$ cat config.mk
export PLATFORM = sky130hd
export DESIGN_NAME = uart_poller
export DESIGN_NICKNAME = d
export VERILOG_FILES = /design/src/rtl/uart_poller.sv
export SDC_FILE = /design/constraint.sdc
export NUM_CORES = 1
export LEC_CHECK = 0
export ABC_AREA = 1
export CAP_MARGIN = 20
export CORE_MARGIN = 8
export CORE_UTILIZATION = 37
export DETAILED_ROUTE_END_ITERATION = 7
export PLACE_DENSITY_LB_ADDON = 0.12
export SLEW_MARGIN = 10
export SYNTH_ARGS = -nofsm -noshare
export SYNTH_HDL_FRONTEND = slang
export SYNTH_SLANG_ARGS = --single-unit
$ cat constraint.sdc
create_clock -name clk -period 1.65 [get_ports clk]
set_input_delay 0.2475 -clock clk [delete_from_list [all_inputs] [get_ports clk]]
set_output_delay 0.2475 -clock clk [all_outputs]
set_load 0.02 [all_outputs]
$ cat src/rtl/uart_poller.sv
`default_nettype none
// =============================================================================
// uart_poller : polled byte get/put front end for a memory-mapped UART.
// Optional macro UART_POLL_TIMEOUT_EN bounds failed status polls.   Rev 1.0
// =============================================================================
module uart_poller #(
  parameter logic [31:0] BASE_ADDR = 32'h0,
  parameter int unsigned POLL_GAP  = 4,
  parameter int unsigned MAX_POLLS = 255
) (
  input  logic        clk,
  input  logic        rst,
  input  logic        req_valid,
  output logic        req_ready,
  input  logic        req_wr,
  input  logic [7:0]  req_data,
  output logic        resp_valid,
  output logic [7:0]  resp_data,
  output logic        resp_err,
  output logic [31:0] uart_addr,
  output logic [31:0] uart_din,
  input  logic [31:0] uart_dout,
  output logic        uart_en,
  output logic [3:0]  uart_we
);

  localparam logic [31:0] OFS_RX   = 32'h0;
  localparam logic [31:0] OFS_TX   = 32'h4;
  localparam logic [31:0] OFS_STAT = 32'h8;
  localparam logic [7:0]  GAP_LAST = (POLL_GAP == 0) ? 8'd0 : 8'(POLL_GAP - 1);

  typedef enum logic [3:0] {
    IDLE = 4'd0,
    STAT = 4'd1,
    SW1  = 4'd2,
    SW2  = 4'd3,
    GAP  = 4'd4,
    ACC  = 4'd5,
    AW1  = 4'd6,
    AW2  = 4'd7,
    RESP = 4'd8
  } state_t;

  state_t      state, state_nxt;
  logic        wr_lat;
  logic [7:0]  data_lat;
  logic [7:0]  gap_cnt;
  logic        accept;
  logic        stat_ready;
  logic        timeout_hit;
  logic        en_nxt;
  logic [31:0] addr_nxt;
  logic [31:0] din_nxt;
  logic [3:0]  we_nxt;
  logic        resp_valid_nxt;
  logic [7:0]  resp_data_nxt;
  logic        unused_dout;

  assign req_ready  = (state == IDLE) && !rst;
  assign accept     = req_valid && req_ready;
  // rx_valid is bit 0, tx_full is bit 3 of the status word
  assign stat_ready = wr_lat ? ~uart_dout[3] : uart_dout[0];
  assign unused_dout = ^uart_dout[31:8];

`ifdef UART_POLL_TIMEOUT_EN
  localparam logic [7:0] FAIL_LIMIT = 8'(MAX_POLLS);
  logic [7:0] fail_cnt;

  assign timeout_hit = !stat_ready && ((fail_cnt + 8'd1) == FAIL_LIMIT);

  always_ff @(posedge clk) begin
    if (rst) begin
      fail_cnt <= 8'd0;
      resp_err <= 1'b0;
    end else begin
      if (accept)
        fail_cnt <= 8'd0;
      else if (state == SW2 && !stat_ready)
        fail_cnt <= fail_cnt + 8'd1;
      resp_err <= (state == SW2) && timeout_hit;
    end
  end
`else
  logic [7:0] unused_max_polls;

  assign unused_max_polls = 8'(MAX_POLLS);
  assign timeout_hit      = 1'b0;
  assign resp_err         = 1'b0;
`endif

  always_comb begin
    state_nxt      = state;
    en_nxt         = 1'b0;
    addr_nxt       = 32'h0;
    din_nxt        = 32'h0;
    we_nxt         = 4'h0;
    resp_valid_nxt = 1'b0;
    resp_data_nxt  = 8'h0;

    unique case (state)
      IDLE: if (accept) state_nxt = STAT;
      STAT: state_nxt = SW1;
      SW1:  state_nxt = SW2;
      SW2: begin
        if (stat_ready)         state_nxt = ACC;
        else if (timeout_hit)   state_nxt = RESP;
        else if (POLL_GAP == 0) state_nxt = STAT;
        else                    state_nxt = GAP;
      end
      GAP:  if (gap_cnt == GAP_LAST) state_nxt = STAT;
      ACC:  state_nxt = wr_lat ? RESP : AW1;
      AW1:  state_nxt = AW2;
      AW2:  state_nxt = RESP;
      RESP: state_nxt = IDLE;
      default: state_nxt = IDLE;
    endcase

    // Bus and response outputs are registered from the state being entered.
    case (state_nxt)
      STAT: begin
        en_nxt   = 1'b1;
        addr_nxt = BASE_ADDR + OFS_STAT;
      end
      ACC: begin
        en_nxt = 1'b1;
        if (wr_lat) begin
          addr_nxt = BASE_ADDR + OFS_TX;
          we_nxt   = 4'hF;
          din_nxt  = {24'h0, data_lat};
        end else begin
          addr_nxt = BASE_ADDR + OFS_RX;
        end
      end
      RESP: begin
        resp_valid_nxt = 1'b1;
        resp_data_nxt  = (state == AW2) ? uart_dout[7:0] : 8'h0;
      end
      default: ;
    endcase
  end

  always_ff @(posedge clk) begin
    if (rst) state <= IDLE;
    else     state <= state_nxt;
  end

  always_ff @(posedge clk) begin
    if (rst) begin
      uart_en    <= 1'b0;
      uart_addr  <= 32'h0;
      uart_din   <= 32'h0;
      uart_we    <= 4'h0;
      resp_valid <= 1'b0;
      resp_data  <= 8'h0;
      wr_lat     <= 1'b0;
      data_lat   <= 8'h0;
      gap_cnt    <= 8'd0;
    end else begin
      uart_en    <= en_nxt;
      uart_addr  <= addr_nxt;
      uart_din   <= din_nxt;
      uart_we    <= we_nxt;
      resp_valid <= resp_valid_nxt;
      resp_data  <= resp_data_nxt;
      if (accept) begin
        wr_lat   <= req_wr;
        data_lat <= req_data;
      end
      gap_cnt <= (state == GAP && state_nxt == GAP) ? gap_cnt + 8'd1 : 8'd0;
    end
  end

endmodule
`default_nettype wire
# Word level (Yosys, flattened, before mapping)
# Index checks and enable logic that the tools add are counted.
dict set report word_totals {
  inputBits 44
  ff_bits 99
}
dict set report op_classes {
  n_bitwise 6
  add_sub_neg 1
  muxes 11
  n_reduce_logical 10
  n_eq_ne 12
}
# cell n
set op_table {}
lappend op_table {{$pmux 4 s8} 1}
lappend op_table {{$eq 4x3->1 const B} 6}
lappend op_table {{$mux 4} 4}
lappend op_table {{$add 8x1->8 const B} 1}
lappend op_table {{$eq 4x1->1 const B} 2}
lappend op_table {{$eq 4x2->1 const B} 2}
lappend op_table {{$eq 8x2->1 const B} 1}
lappend op_table {{$pmux 4 s2} 1}
lappend op_table {{$not 1->1} 6}
lappend op_table {{$reduce_or 2->1} 3}
lappend op_table {{$reduce_or 3->1} 2}
lappend op_table {{$eq 4x4->1 const B} 1}
lappend op_table {{$logic_not 4->1} 1}
lappend op_table {{$mux 1} 4}
lappend op_table {{$logic_and 1x1->1} 3}
lappend op_table {{$mux 3} 1}
lappend op_table {{$logic_not 1->1} 1}

# Logic depth before layout (Yosys ltp)
# Gate-level depths: netlist of run 1.
dict set report depth {
  depth_word 9
  mapped_depth 8
  mapped_depth_nobuf 8
}

# Worst setup path after synthesis of run 1
# No wires, ideal clock.
dict set report synth_timing {
  kind {reg2reg}
  startpoint {register gap_cnt[0]}
  endpoint {register uart_din[1]}
  path_slack_ps 370
  stages_incl_launch_ff 9
  required_ps 1577
  arrival_time_ps 1207
  n_path_buf 1
  path_cell_list {dfxtp_1 ha_1 nand3_1 nor2_1 nand2_1 nand3_2 nand3_2 buf_6 nor3_2}
}
dict set report synth_between {
  elab_chain_len 6
}
# element line_no
set synth_lines {}
lappend synth_lines {{from (decl)} 47} ;# logic [7:0] gap_cnt;
lappend synth_lines {{from (signal assigned)} 169} ;# gap_cnt <= (state == GAP && state_nxt == GAP) ? gap_cnt + 8'd1 : 8'd0;
lappend synth_lines {{$eq 8x2->1} 110} ;# GAP: if (gap_cnt == GAP_LAST) state_nxt = STAT;
lappend synth_lines {{$mux 4} 110}
lappend synth_lines {{$pmux 4 s8} 100} ;# unique case (state)
lappend synth_lines {{$eq 4x3->1} 119} ;# case (state_nxt)
lappend synth_lines {{$not 1->1 (no source line)} --}
lappend synth_lines {{$reduce_or 3->1 (no source line)} --}
lappend synth_lines {{to (signal assigned)} 161} ;# uart_din <= din_nxt;
lappend synth_lines {{to (decl)} 21} ;# output logic [31:0] uart_din,
# No other way between the ends.
# A chain may end at the register's enable or synchronous reset.

# Worst setup path after layout of run 1
dict set report layout_timing {
  startpoint {register state[0]}
  endpoint {output port req_ready}
}
dict set report layout_between {
  elab_chain_len 2
}
# element line_no
set layout_lines {}
lappend layout_lines {{from (decl)} 44} ;# state_t state, state_nxt;
lappend layout_lines {{from (signal assigned)} 144} ;# else state <= state_nxt;
lappend layout_lines {{$logic_not 4->1} 59} ;# assign req_ready = (state == IDLE) && !rst;
lappend layout_lines {{$logic_and 1x1->1} 59}
lappend layout_lines {{to (decl)} 14} ;# output logic req_ready,
# No other way between the ends.

==> results of run 1 <==
==> layout by cell type (no fill, tap or decap) <==
cell type / count
sky130_fd_sc_hd__a2111oi_0: 2
sky130_fd_sc_hd__a21oi_1: 11
sky130_fd_sc_hd__a21oi_2: 1
sky130_fd_sc_hd__a31oi_1: 1
sky130_fd_sc_hd__buf_4: 4
sky130_fd_sc_hd__clkbuf_1: 1
sky130_fd_sc_hd__clkbuf_8: 5
sky130_fd_sc_hd__clkdlybuf4s15_1: 1
sky130_fd_sc_hd__clkdlybuf4s50_1: 43
sky130_fd_sc_hd__clkinv_2: 1
sky130_fd_sc_hd__clkinv_4: 1
sky130_fd_sc_hd__conb_1: 55
sky130_fd_sc_hd__dfxtp_1: 42
sky130_fd_sc_hd__ha_1: 1
sky130_fd_sc_hd__inv_1: 31
sky130_fd_sc_hd__inv_2: 1
sky130_fd_sc_hd__nand2_1: 13
sky130_fd_sc_hd__nand2_4: 1
sky130_fd_sc_hd__nand3_1: 6
sky130_fd_sc_hd__nand3_2: 2
sky130_fd_sc_hd__nand3_4: 1
sky130_fd_sc_hd__nand4_1: 2
sky130_fd_sc_hd__nor2_1: 25
sky130_fd_sc_hd__nor2_2: 1
sky130_fd_sc_hd__nor2_4: 2
sky130_fd_sc_hd__nor3_1: 4
sky130_fd_sc_hd__nor3_2: 9
sky130_fd_sc_hd__nor3b_2: 1
sky130_fd_sc_hd__o21ai_0: 10
sky130_fd_sc_hd__o21ai_2: 1
sky130_fd_sc_hd__or2_1: 1
sky130_fd_sc_hd__or2_2: 1
sky130_fd_sc_hd__xnor2_1: 1
sky130_fd_sc_hd__xor2_1: 2
==> final cells by class <==
cell class	instances	area share (%)
timing repair buffer	48	19.6
clock buffer	6	3.03
sequential	42	35.1
tap	72	3.76
multi-input combinational	154	32.9
clock inverter	2	0.574
inverter	32	5.01
==> stage by stage <==
step	std cells	hold slack, ps	area (um2)	total power, mW	TNS [ps]
global route	356	473	2400	2.16	0
global placement	348	435	2300	1.42	-368
detailed placement	348	442	2300	1.42	-500
finish	356	453	2400	2.04	0
CTS	356	454	2390	2.06	0
floorplan	291	317	2210	1.43	0
==> critical path, stage by stage, from the launching register on <==
cell,delay [ps]
sky130_fd_sc_hd__dfxtp_1,370
sky130_fd_sc_hd__nor2_4,150
sky130_fd_sc_hd__inv_2,60
sky130_fd_sc_hd__nor3_1,130
sky130_fd_sc_hd__clkdlybuf4s15_1,330
==> Yosys cell counts (all sizes together) <==
library cell,n
buf,63
a2111oi,2
xor2,2
nand3,9
xnor2,1
or2,2
a31oi,1
inv,32
nor2,28
nor3,13
a21oi,12
dfxtp,42
ha,1
nor3b,1
o21ai,11
nand2,14
conb,1
nand4,2
==> sequential cells by signal (all words and copies together), names as in the netlist, 2 cells and up <==
| name | flops |
|---|---|
| uart_addr | 2 |
| state | 4 |
| gap_cnt | 8 |
| resp_data | 8 |
| data_lat | 8 |
| uart_din | 8 |
==> power by group through the flow <==
stage	clock [mW]	sequential [mW]	combinational, mW
5_1_grt	0.723	1.07	0.374
4_1_cts	0.669	1.06	0.332
3_5_place_dp	0	1.08	0.333
2_1_floorplan	0	1.09	0.335
3_3_place_gp	0	1.08	0.333
6_report	0.637	1.06	0.342
==> cells by family after synthesis <==
logic type      count (synthesis)
xor+xnor                        3
buf+inv                        95
compound gates                 26
fa+ha+maj                       1
simple gates                   69
flops                          42
other cells                     1
==> layer usage <==
metal | part of all wire, % | routed length [um] | vias to the layer above
li1 | - | - | 719
met1 | 48 | 1810 | 579
met2 | 42 | 1600 | 74
met3 | 7.6 | 288 | 5
met4 | 2.0 | 76 | 0
met5 | 0 | 0 | -
==> worst paths after layout <==
| kind | end | startpoint | cells past startpoint |
|---|---|---|---|
| max | req_ready | state[0] | 4 |
| min | uart_din[6] | data_lat[6] | 2 |
| max reg2reg | gap_cnt[7] | gap_cnt[0] | 5 |
| min reg2reg | uart_din[6] | data_lat[6] | 2 |
==> impl_results.md, run 1 <==
- Result of the run: completed
- CTS sink count: 42
- Worst Path Required: 1400 ps
- Total number of yosys warnings: 0
- Pin count of the biggest net entering global routing: 20
- Number of port buffers: 44
- Switching part of the total power: between 20 and 30%
- Tmin final: 1580 ps
- VDD IR-drop max: approximately 280 uV
- Residual antenna-violating net count after detailed routing: 0
- Seq. cell area: 841 um2
- CTS tree: yes
- Average wire per cell in the routed design: between 10 and 15 um
- Number of global-route vias before repair: 1,483
- First DRT Iteration DRCs: 37
- Setup slack after layout: around 70 ps
- Final RePlAce weighted congestion: 0.736
- Number of buffers inserted by post-CTS setup repair: 0
- Synthesized-area fraction occupied by ao, oa, aoi and oai cells: 7.28%
- GRT Overall Usage: under 10%
- Portion of the post-synthesis area used by sequential elements: a little over two fifths
- Vias/cell: 3.87
- Post_cts resized: 1
- Total inserted antenna cells: 0
- Final HPWL DP: between 2 and 3 mm
- Power density normalized to cell area: 851 nW/um2
- I/O Pins: between 100 and 150
- Data arrival at the endpoint of the critical path: 1330 ps
- Flops & latches, synth: 42
- Cell internal power dissipation: 1.45 mW
- Site Rows: 27
- Hold-fix buffer count after cts: 0
- Most Used Layer, Global Route: met2
- Part of the power in registers: 52.0%
- Max-cap violations: 0
- Final Cycle Share: a little over nine tenths
- Post-synth top area cell: sky130_fd_sc_hd__dfxtp_1
- CP Launch Type: register
- Reg clk slew, reported paths: 80 ps
- M1 GR Usage: a little over a tenth
- Number of vias after detailed routing: about 1,400
- Adder and majority cell fraction of the synthesized area: less than 1%
- Global route overflow: 0
- Unique cell type count in the Yosys netlist: 30
- Wire length of the first global-routing pass: between 6 and 7 mm
- Nets: 328
- Critical Path Fanout Max: 4
- Number of iterations in the first detailed-routing pass: 6
- Netlist area before placement: 2010 um2
- Number of fill cells in the layout: ~540
- Number of levels in the clock H-tree: 2
- Layout overhead on the synthesized area: 19.2%
- Capturing element type of the critical path: output port
- Number of setup violations in the final report: 0
- Overall die area: between 8000 and 9000 um2
- Maximum clock skew at final layout: 6.92 ps
- Number of antenna violations at the first check in global routing: 0
- Skew-Pair Late Insertion Delay: 290 ps
- Fraction of synthesized cell area taken by the top area cell type: between 40% and 50%
- Remaining DRCs: 0
- Met3 usage in global routing: 3.82%
- Initial core utilization: 37.5%
- Leak: between 1 and 1.5 nW
- Synthesized area per cell: between 8 and 9 um2
- Number of clock buffers inserted by TritonCTS: 5
- Category of the critical setup timing path: register to output port
- RSZ-0062 raised after global routing: false
- Main combinational cell family by area after synthesis: buffers and inverters
- Root buffer cell: sky130_fd_sc_hd__clkbuf_8
- Fraction of layout instances using a drive strength above 1: around 11%
- Core occupancy in the finished layout: between 40% and 50%
- Multi-input combinational cell area: roughly 790 um2
- Total count of hold-check failures in the final report: 0
- Clock network power share: a little under a third
- Number of instances in the synthesized netlist: 237
- Max Fclk: between 600 and 700 MHz
- Height of the chip: between 80 and 90 um
- Total wire length after detailed routing: 3.78 mm
- Xor-xnor portion of the synthesized cell area: under 10%
- Comb power frac: between 10% and 20%
- Type of the tightest min-delay check: register to register
- Final Max Tran Viols: 0
- Die width: approximately 90 um
- Worst-case register-to-register setup slack: 240 ps
- Fraction of synthesized area in multiplexers: 0%
- Core area: 5370 um2
- Simple logic cell fraction of the synthesized area: around a fifth
- Met2 track demand over resource: around 15%
- Buffers from clock root to sink, at most: 2
- Total net switching power: between 0.5 and 0.6 mW
- Pre-CTS setup slack: -110 ps
- Leading cell types by total area after synthesis: sky130_fd_sc_hd__dfxtp_1 42%, sky130_fd_sc_hd__buf_4 22%, sky130_fd_sc_hd__inv_1 5.8%, sky130_fd_sc_hd__nor2_1 4.7%, sky130_fd_sc_hd__nor3_2 4.5%
Power figures use the tool's default switching activity.
==> run 2, diff against run 1 <==
Settings changed: CTS_CLUSTER_SIZE set to 8.
==> results of run 2 <==
Final layout, timing and power as in run 1 (identical DEF).
